--- src/rtl/sub64_serial_if.sv ---
// Operand/result handshake bundle for the serial subtractor.
// master = producer/consumer side, slave = the subtractor.
interface sub64_serial_if #(
    parameter int WIDTH = 64
) ();
    logic             in_valid;
    logic             in_ready;
    logic [WIDTH-1:0] A;
    logic [WIDTH-1:0] B;
    logic             Bin;
    logic             out_valid;
    logic             out_ready;
    logic [WIDTH-1:0] D;
    logic             Bout;
    logic             V;

    modport master (
        output in_valid, A, B, Bin, out_ready,
        input  in_ready, out_valid, D, Bout, V
    );

    modport slave (
        input  in_valid, A, B, Bin, out_ready,
        output in_ready, out_valid, D, Bout, V
    );
endinterface

--- src/rtl/sub64_serial.sv ---
// Digit-serial subtractor D = A - B - Bin, DIGIT bits per clock, computed as
// A + ~B + ~Bin on a shared carry chain slice; registered ready/valid outputs.
module sub64_serial_slice #(
    parameter int DIGIT = 4
) (
    input  logic [DIGIT-1:0] a,
    input  logic [DIGIT-1:0] b,
    input  logic             c_in,
    output logic [DIGIT-1:0] s,
    output logic             c_out
);
    always_comb begin
        {c_out, s} = {1'b0, a} + {1'b0, ~b} + {{DIGIT{1'b0}}, c_in};
    end
endmodule

module sub64_serial #(
    parameter int WIDTH = 64,
    parameter int DIGIT = 4
) (
    input logic            clk,
    input logic            rst,
    sub64_serial_if.slave  bus
);
    localparam int NDIG = WIDTH / DIGIT;
    localparam int CW   = (NDIG > 1) ? $clog2(NDIG) : 1;
    localparam logic [CW-1:0] CNT_LAST = CW'(NDIG - 1);

    generate
        if (WIDTH % DIGIT != 0) begin : g_bad_digit
            $error("sub64_serial: WIDTH must be an integer multiple of DIGIT");
        end
    endgenerate

    typedef enum logic [1:0] {IDLE, RUN, DONE} state_e;

    state_e           state_q, state_d;
    logic [CW-1:0]    cnt_q, cnt_d;
    logic             carry_q, carry_d;
    logic [WIDTH-1:0] sa_q, sa_d;
    logic [WIDTH-1:0] sb_q, sb_d;
    logic [WIDTH-1:0] sd_q, sd_d;
    logic             a_msb_q, a_msb_d;
    logic             b_msb_q, b_msb_d;
    logic [WIDTH-1:0] d_q, d_d;
    logic             bout_q, bout_d;
    logic             v_q, v_d;
    logic             in_ready_q, in_ready_d;
    logic             out_valid_q, out_valid_d;

    logic [DIGIT-1:0] slice_s;
    logic             slice_c;
    logic [WIDTH-1:0] sd_shift;

    sub64_serial_slice #(.DIGIT(DIGIT)) u_slice (
        .a     (sa_q[DIGIT-1:0]),
        .b     (sb_q[DIGIT-1:0]),
        .c_in  (carry_q),
        .s     (slice_s),
        .c_out (slice_c)
    );

    // Result digits enter at the top so the LSB digit lands at bit 0 after NDIG shifts.
    assign sd_shift = {slice_s, sd_q[WIDTH-1:DIGIT]};

    always_comb begin
        state_d     = state_q;
        cnt_d       = cnt_q;
        carry_d     = carry_q;
        sa_d        = sa_q;
        sb_d        = sb_q;
        sd_d        = sd_q;
        a_msb_d     = a_msb_q;
        b_msb_d     = b_msb_q;
        d_d         = d_q;
        bout_d      = bout_q;
        v_d         = v_q;
        in_ready_d  = in_ready_q;
        out_valid_d = out_valid_q;

        case (state_q)
            IDLE: begin
                if (bus.in_valid) begin
                    sa_d       = bus.A;
                    sb_d       = bus.B;
                    a_msb_d    = bus.A[WIDTH-1];
                    b_msb_d    = bus.B[WIDTH-1];
                    carry_d    = ~bus.Bin;
                    cnt_d      = '0;
                    in_ready_d = 1'b0;
                    state_d    = RUN;
                end
            end
            RUN: begin
                sa_d    = sa_q >> DIGIT;
                sb_d    = sb_q >> DIGIT;
                sd_d    = sd_shift;
                carry_d = slice_c;
                cnt_d   = cnt_q + 1'b1;
                if (cnt_q == CNT_LAST) begin
                    d_d         = sd_shift;
                    bout_d      = ~slice_c;
                    v_d         = (a_msb_q != b_msb_q) && (sd_shift[WIDTH-1] != a_msb_q);
                    out_valid_d = 1'b1;
                    state_d     = DONE;
                end
            end
            DONE: begin
                if (bus.out_ready) begin
                    out_valid_d = 1'b0;
                    in_ready_d  = 1'b1;
                    state_d     = IDLE;
                end
            end
            default: begin
                out_valid_d = 1'b0;
                in_ready_d  = 1'b1;
                state_d     = IDLE;
            end
        endcase
    end

    always_ff @(posedge clk) begin
        if (rst) begin
            state_q     <= IDLE;
            cnt_q       <= '0;
            carry_q     <= 1'b0;
            sa_q        <= '0;
            sb_q        <= '0;
            sd_q        <= '0;
            a_msb_q     <= 1'b0;
            b_msb_q     <= 1'b0;
            d_q         <= '0;
            bout_q      <= 1'b0;
            v_q         <= 1'b0;
            in_ready_q  <= 1'b1;
            out_valid_q <= 1'b0;
        end else begin
            state_q     <= state_d;
            cnt_q       <= cnt_d;
            carry_q     <= carry_d;
            sa_q        <= sa_d;
            sb_q        <= sb_d;
            sd_q        <= sd_d;
            a_msb_q     <= a_msb_d;
            b_msb_q     <= b_msb_d;
            d_q         <= d_d;
            bout_q      <= bout_d;
            v_q         <= v_d;
            in_ready_q  <= in_ready_d;
            out_valid_q <= out_valid_d;
        end
    end

    assign bus.in_ready  = in_ready_q;
    assign bus.out_valid = out_valid_q;
    assign bus.D         = d_q;
    assign bus.Bout      = bout_q;
    assign bus.V         = v_q;
endmodule
--- src/flat_wrapper.sv ---
// flat-port wrapper written by rule: the top's interface ports become plain ports
module sub64_serial_flat 
#(
    parameter int WIDTH = 64,
    parameter int DIGIT = 4
)
  (clk, rst, bus_in_valid, bus_A, bus_B, bus_Bin, bus_out_ready, bus_in_ready, bus_out_valid, bus_D, bus_Bout, bus_V);
  sub64_serial_if #(.WIDTH(WIDTH)) bus_i ();
  input logic clk;
  input logic rst;
  input wire logic [$bits(bus_i.in_valid)-1:0] bus_in_valid;
  input wire logic [$bits(bus_i.A)-1:0] bus_A;
  input wire logic [$bits(bus_i.B)-1:0] bus_B;
  input wire logic [$bits(bus_i.Bin)-1:0] bus_Bin;
  input wire logic [$bits(bus_i.out_ready)-1:0] bus_out_ready;
  output wire logic [$bits(bus_i.in_ready)-1:0] bus_in_ready;
  output wire logic [$bits(bus_i.out_valid)-1:0] bus_out_valid;
  output wire logic [$bits(bus_i.D)-1:0] bus_D;
  output wire logic [$bits(bus_i.Bout)-1:0] bus_Bout;
  output wire logic [$bits(bus_i.V)-1:0] bus_V;
  assign bus_i.in_valid = bus_in_valid;
  assign bus_i.A = bus_A;
  assign bus_i.B = bus_B;
  assign bus_i.Bin = bus_Bin;
  assign bus_i.out_ready = bus_out_ready;
  assign bus_in_ready = bus_i.in_ready;
  assign bus_out_valid = bus_i.out_valid;
  assign bus_D = bus_i.D;
  assign bus_Bout = bus_i.Bout;
  assign bus_V = bus_i.V;
  sub64_serial #(.WIDTH(WIDTH), .DIGIT(DIGIT)) u_core (.clk(clk), .rst(rst), .bus(bus_i));
endmodule
--- config.mk ---
export PLATFORM = sky130hd
export DESIGN_NAME = sub64_serial_flat
export DESIGN_NICKNAME = d
export VERILOG_FILES = /design/src/rtl/sub64_serial_if.sv /design/src/rtl/sub64_serial.sv /design/src/flat_wrapper.sv
export SDC_FILE = /design/constraint.sdc
export NUM_CORES = 1
export LEC_CHECK = 0
export ABC_AREA = 1
export ABC_CLOCK_PERIOD_IN_PS = 2300
export BUFFER_PORTS_ARGS = -buffer_cell sky130_fd_sc_hd__clkbuf_2
export CORE_ASPECT_RATIO = 1.4
export CORE_MARGIN = 3
export CORE_UTILIZATION = 55
export CTS_CLUSTER_DIAMETER = 40
export DETAILED_ROUTE_END_ITERATION = 10
export PLACE_DENSITY_LB_ADDON = 0.15
export SETUP_SLACK_MARGIN = 0.05
export SKIP_LAST_GASP = 1
export SYNTH_ARGS = -nofsm -noshare
export SYNTH_HDL_FRONTEND = slang
export SYNTH_SLANG_ARGS = --single-unit
--- constraint.sdc ---
create_clock -name clk -period 2.3 [get_ports clk]
set_input_delay 0 -clock clk [delete_from_list [all_inputs] [get_ports clk]]
set_output_delay 0 -clock clk [all_outputs]
set_load 0.01 [all_outputs]
==> results of run 1 <==
[how the worst min path moves through the flow]
stage               startpoint         endpoint  cells past startpoint
floorplan            bus_A[60]  u_core.sa_q[60]                      2
global placement     bus_B[62]  u_core.sb_q[62]                      3
detailed placement   bus_B[62]  u_core.sb_q[62]                      3
CTS                  bus_A[60]  u_core.sa_q[60]                      4
global route         bus_A[60]  u_core.sa_q[60]                      4
finish               bus_A[60]  u_core.sa_q[60]                      4
[power by group]
| part | total (uW) | internal, uW | switching [uW] |
|---|---|---|---|
| clock network | 4370 | 2450 | 1910 |
| registers | 5070 | 4930 | 141 |
| logic | 1490 | 609 | 882 |
[per-stage QoR]
step                      instances  cell area [um2]
after global placement         1793            11650
after detailed placement       1793            11650
after floorplan                1445            10700
after global routing           1978            13900
after CTS                      1978            13900
final                          1979            13900
[layout make-up]
| class | count | area [um2] | area share |
|---|---|---|---|
| Antenna cell | 1 | 2.502 | 0.0001800 |
| Clock buffer | 34 | 774.5 | 0.05571 |
| Clock inverter | 18 | 142.6 | 0.01026 |
| Inverter | 135 | 509.2 | 0.03663 |
| Multi-Input combinational cell | 935 | 4327 | 0.3112 |
| Sequential cell | 265 | 5305 | 0.3816 |
| Tap cell | 244 | 305.3 | 0.02196 |
| Timing Repair Buffer | 347 | 2537 | 0.1825 |
[flip-flops by register name (all words and copies together), names as in the netlist]
| signal | cells |
|---|---|
| u_core.a_msb_q | 1 |
| u_core.b_msb_q | 1 |
| u_core.bus.Bout | 1 |
| u_core.bus.D | 64 |
| u_core.bus.V | 1 |
| u_core.bus.in_ready | 1 |
| u_core.bus.out_valid | 1 |
| u_core.carry_q | 1 |
| u_core.cnt_q | 4 |
| u_core.sa_q | 64 |
| u_core.sb_q | 64 |
| u_core.sd_q | 60 |
| u_core.state_q | 2 |
[routing by layer]
metal / wire length (um) / part of all wire / track usage / up-vias
li1: - / - / - / 5220
met3: 1923 / 0.069 / 0.04398 / 62
met4: 726 / 0.026 / 0.08434 / 0
met1: 11410 / 0.41 / 0.3216 / 4747
met5: 0 / 0 / 0 / -
met2: 13970 / 0.50 / 0.4544 / 356
[cell usage after synthesis]
library cell and n:
xor2_1 1, buf_2 34, inv_1 130, nand2_2 1
a211oi_1 1, o21ai_1 81, nor2_4 1, clkbuf_1 56
buf_6 12, buf_4 8, o21ai_0 215, a211oi_2 5
fa_1 2, ha_1 4, nand3_1 8, nor2_2 1
a21oi_1 204, inv_2 5, nand4_1 1, nor2_1 114
a31oi_1 1, a31o_2 1, nand2_1 289, o21bai_1 1
a21o_1 1, nand3_2 1, nand3b_1 1, or2_2 1
dfxtp_1 265
[cells by family (layout without fill, tap and decap cells)]
family,after synthesis,in the layout,synth area share
AO/OA/AOI/OAI,510,510,0.2433
AND/OR/NAND/NOR,418,418,0.1502
flip-flops,265,265,0.4960
buffers and inverters,245,534,0.1012
adder cells (fa/ha/maj),6,6,0.008423
XOR/XNOR,1,1,0.0008191
other,0,1,0
[worst max-delay path, delay by kind of cell, from the launching register on]
kind	cells	cell delay [ps]
buf+inv	1	740
compound gates	1	190
simple gates	3	360
fa+ha+maj	1	230
flops	1	340
==> impl_results.md, run 1 <==
* Status: completed
* Register area share after synthesis at 0.4960
* CP Class: flop to flop
* CP Capture Type: flop
* Num CTS Buffers at 28
* Worst slack, placed at 332.2 ps
* Hold_ws at 287.8 ps
* CTS tree: done
* Mapped cell area at 10700 um2
* Final Critical Period at 1951 ps
* #FFs+latches synth at 265
* Routed len/inst at 14.17 um
* Core Region at 18820 um2
* CP Capture Point: u_core.bus.D[25]
* RR Endpoint: u_core.bus.D[25]
* Critical Path RT at 2740 ps
* Port bufs at 200
* Cell taking the most area after synthesis: dfxtp_1
* Die ar. at 21180 um2
* Pin count of the biggest net entering global routing at 111
* Num ports at 201
* Setup TNS Final at 0 ps
* Fill count at 1423
* RSZ-0062 raised after global routing: no
* Reg2Reg Setup Slack at 350 ps
* Post-CTS Setup Bufs at 0
* Final worst path period share at 0.8484
* Crit Path Max Fanout at 61
* GR Overflow Total at 0
* Power Density at 785.8 nW/um2
* Reg2reg path depth at 6
* Post_cts resized at 0
* Final ANT Viol Nets at 0
* Final Power at 10930 uW
* Initial antenna violation count at 0
* DR DRC count at 0
* GRT Total Usage at 0.2595
* Max Fclk at 512.5 MHz
* Final HPWL DP at 15.44 mm
* Final setup fails at 0
* Top post-synthesis cells by area: dfxtp_1, nand2_1, o21ai_0
* Worst r2r src: u_core.cnt_q[0]
* Hold_buf cts at 133
* CTS H-tree lvls at 1
* Share of layout cells above drive strength 1 at 0.1621
* Leak at 0.005970 uW
* Final core occ at 0.7386
* Worst Setup Start Kind: flop
* Routed wire length at 28.04 mm
* Latest clock arrival within the worst-skew pair at 530 ps
* Fin Clk Skew at 12.95 ps
* Die width at 123.9 um
* Commonest non-fill, non-tap cell in the layout: nand2_1
* Max IR drop VDD at 582.4 uV
* Clk slew on worst S/H paths at 60 ps
* Maxcap violations at 0
* Layout area overhead at 29.99%
* Fin. Hold Viols at 0
* Max incr delay on CP at 740 ps
* Worst rel slew slack at 0.3132
* GPL Wtd Cong at 0.7897
* Post-synth cell types at 29
* Root Buffer Master: clkbuf_16
* Worst path arrival time at 2390 ps
* Worst Setup SP: u_core.cnt_q[0]
* Synth Instances at 1445
* Vias in the first global route at 9773
* Critical path cell sequence: ha_1 -> nand3_1 -> nor2_4 -> inv_2 -> nand2_1 -> a21oi_1
* 1st-iter DRT viols at 797
* Vias at 10385
* Post-synth top area share at 0.4960
* DR pass1 iterations at 5
* Worst Slack Setup Final at 348.7 ps
* Via/cell ratio at 5.248
* Worst-Margin Slew at 1029 ps
* Post-Syn Nets at 1584
* Commonest non-fill, non-tap cells in the layout: nand2_1, dfxtp_1, o21ai_0, a21oi_1, clkbuf_2
* Average size of a mapped cell at 7.402 um2
* Final slew viol count at 0
* Initial Util at 0.5682
* Nets at 1851
* HP Class: input port to flop
* Die height at 171.0 um
* First-pass GRT wire length at 45.72 mm
* Sink Count at 265
* Longest Clk Path Bufs at 3
* Rows at 59
* CP max-delay cell: inv_2
* YS warnings at 0
Power figures use the tool's default switching activity.
==> run 2, diff against run 1 <==
--- a/config.mk
+++ b/config.mk
@@ -6,11 +6,11 @@
 export NUM_CORES = 1
 export LEC_CHECK = 0
 export ABC_AREA = 1
-export ABC_CLOCK_PERIOD_IN_PS = 2300
+export ABC_CLOCK_PERIOD_IN_PS = 1700
 export BUFFER_PORTS_ARGS = -buffer_cell sky130_fd_sc_hd__clkbuf_2
 export CORE_ASPECT_RATIO = 1.4
 export CORE_MARGIN = 3
-export CORE_UTILIZATION = 55
+export CORE_UTILIZATION = 50
 export CTS_CLUSTER_DIAMETER = 40
 export DETAILED_ROUTE_END_ITERATION = 10
 export PLACE_DENSITY_LB_ADDON = 0.15
==> constraint.sdc (replaced) <==
create_clock -name clk -period 1.7 [get_ports clk]
set_input_delay 0 -clock clk [delete_from_list [all_inputs] [get_ports clk]]
set_output_delay 0 -clock clk [all_outputs]
set_load 0.01 [all_outputs]
==> run 2 against run 1 <==
Compared with the run above:
- core utilization decreased by 4.9 points
- worst setup slack lost 270 ps
- die area grew 9.6%
- wire length rose by 0.86%
- register-to-register slack worse by 270 ps
- first-iteration DRC count fell by 14%
- clock power grew 53%
- via count is essentially flat
- hold slack better by 1.8 ps
- maximum frequency grew 20%
- sequential share of layout area shrank 1.1 points
==> impl_results.md, run 2 (synthesized netlist as in run 1, its figures left out) <==
* GR Overflow Total at 0
* Status: completed
* Commonest non-fill, non-tap cell in the layout: nand2_1
* Final HPWL DP at 16.09 mm
* CTS H-tree lvls at 1
* Maxcap violations at 0
* Pin count of the biggest net entering global routing at 133
* First-pass GRT wire length at 44.84 mm
* Sink Count at 265
* Die ar. at 23210 um2
* Final worst path period share at 0.9563
* Final Critical Period at 1626 ps
* Num CTS Buffers at 31
* Crit Path Max Fanout at 2
* Latest clock arrival within the worst-skew pair at 540 ps
* Worst path arrival time at 2000 ps
* Longest Clk Path Bufs at 3
* CTS tree: done
* Worst Setup Start Kind: flop
* HP Class: input port to flop
* Worst-Margin Slew at 919.0 ps
* Root Buffer Master: clkbuf_16
* 1st-iter DRT viols at 686
* Via/cell ratio at 5.167
* Worst Slack Setup Final at 74.26 ps
* CP Class: flop to flop
* DR pass1 iterations at 5
* Routed len/inst at 14.07 um
* Final Power at 15680 uW
* GRT Total Usage at 0.2309
* Nets at 1870
* Die width at 129.6 um
* Final setup fails at 0
* Initial antenna violation count at 1
* Clk slew on worst S/H paths at 60 ps
* Initial Util at 0.5144
* Die height at 179.1 um
* GPL Wtd Cong at 0.7969
* Rows at 62
* Fin Clk Skew at 9.738 ps
* Commonest non-fill, non-tap cells in the layout: nand2_1, dfxtp_1, o21ai_0, a21oi_1, clkbuf_2
* Power Density at 1093 nW/um2
* Leak at 0.006138 uW
* Layout area overhead at 34.05%
* Fin. Hold Viols at 0
* Final slew viol count at 0
* Fill count at 1697
* RSZ-0062 raised after global routing: yes
* Max IR drop VDD at 820.9 uV
* Share of layout cells above drive strength 1 at 0.1751
* Worst slack, placed at -42.21 ps
* Final core occ at 0.6896
* Critical Path RT at 2070 ps
* Vias at 10386
* Vias in the first global route at 9627
* CP Capture Type: flop
* Max Fclk at 615.1 MHz
* Routed wire length at 28.28 mm
* Port bufs at 200
* Num ports at 201
* Worst rel slew slack at 0.3874
* Final ANT Viol Nets at 0
* Core Region at 20790 um2
* DR DRC count at 0
run 2: timing repair:
item,CTS,global route
setup buffers,0,3
pin swaps,3,3
setup endpoints to repair,3,98
gates cloned,0,3
endpoints found under the hold margin,159,0
resized for setup,2,7
hold buffers,132,0
run 2: path summary, 6_finish.rpt:
| kind | start | to | slack [ps] | depth (start not counted) |
|---|---|---|---|---|
| min reg2reg | u_core.sa_q[13] | u_core.sa_q[13] | 440 | 2 |
| max reg2reg | u_core.carry_q | u_core.carry_q | 70 | 6 |
| max | u_core.carry_q | u_core.carry_q | 70 | 6 |
| min | bus_B[60] | u_core.sb_q[60] | 290 | 4 |
run 2: cell type report:
class / instances / area, um2 / share of cell area
Sequential cell: 265 / 5310 / 0.3704
Multi-Input combinational cell: 935 / 4343 / 0.3029
Timing Repair Buffer: 363 / 2806 / 0.1957
Clock buffer: 38 / 822.0 / 0.05733
Inverter: 135 / 509.2 / 0.03552
Tap cell: 256 / 320.3 / 0.02234
Clock inverter: 17 / 224.0 / 0.01562
Antenna cell: 1 / 2.502 / 0.0001745
run 2: routing by layer:
layer,track usage,part of all wire
met5,0,0
met4,0.07539,0.028
met3,0.03219,0.050
met2,0.4060,0.50
met1,0.2899,0.42
run 2: worst max-delay path, cell delays in order (launching register included):
cell and delay (ps):
dfxtp_2 330, fa_2 410, fa_2 370, a21oi_2 130, o21bai_1 90, nand2_1 60, a31oi_1 70
run 2: power by group:
part,total (uW),switching (uW),internal (uW)
combinational,2120,1210,917
sequential,6860,189,6670
clock,6690,2620,4070
total,15700,4020,11700
run 2: per-stage QoR:
stage / setup TNS (ps) / instances / cell area, um2 / hold slack, ps
finish: 0 / 2010 / 14340 / 289.6
global route: -0.03020 / 2010 / 14340 / 277.7
CTS: 0 / 2003 / 14210 / 218.7
detailed placement: -42.21 / 1816 / 11840 / 242.3
global placement: -5.592 / 1816 / 11840 / 241.0
floorplan: 0 / 1445 / 10700 / 148.3
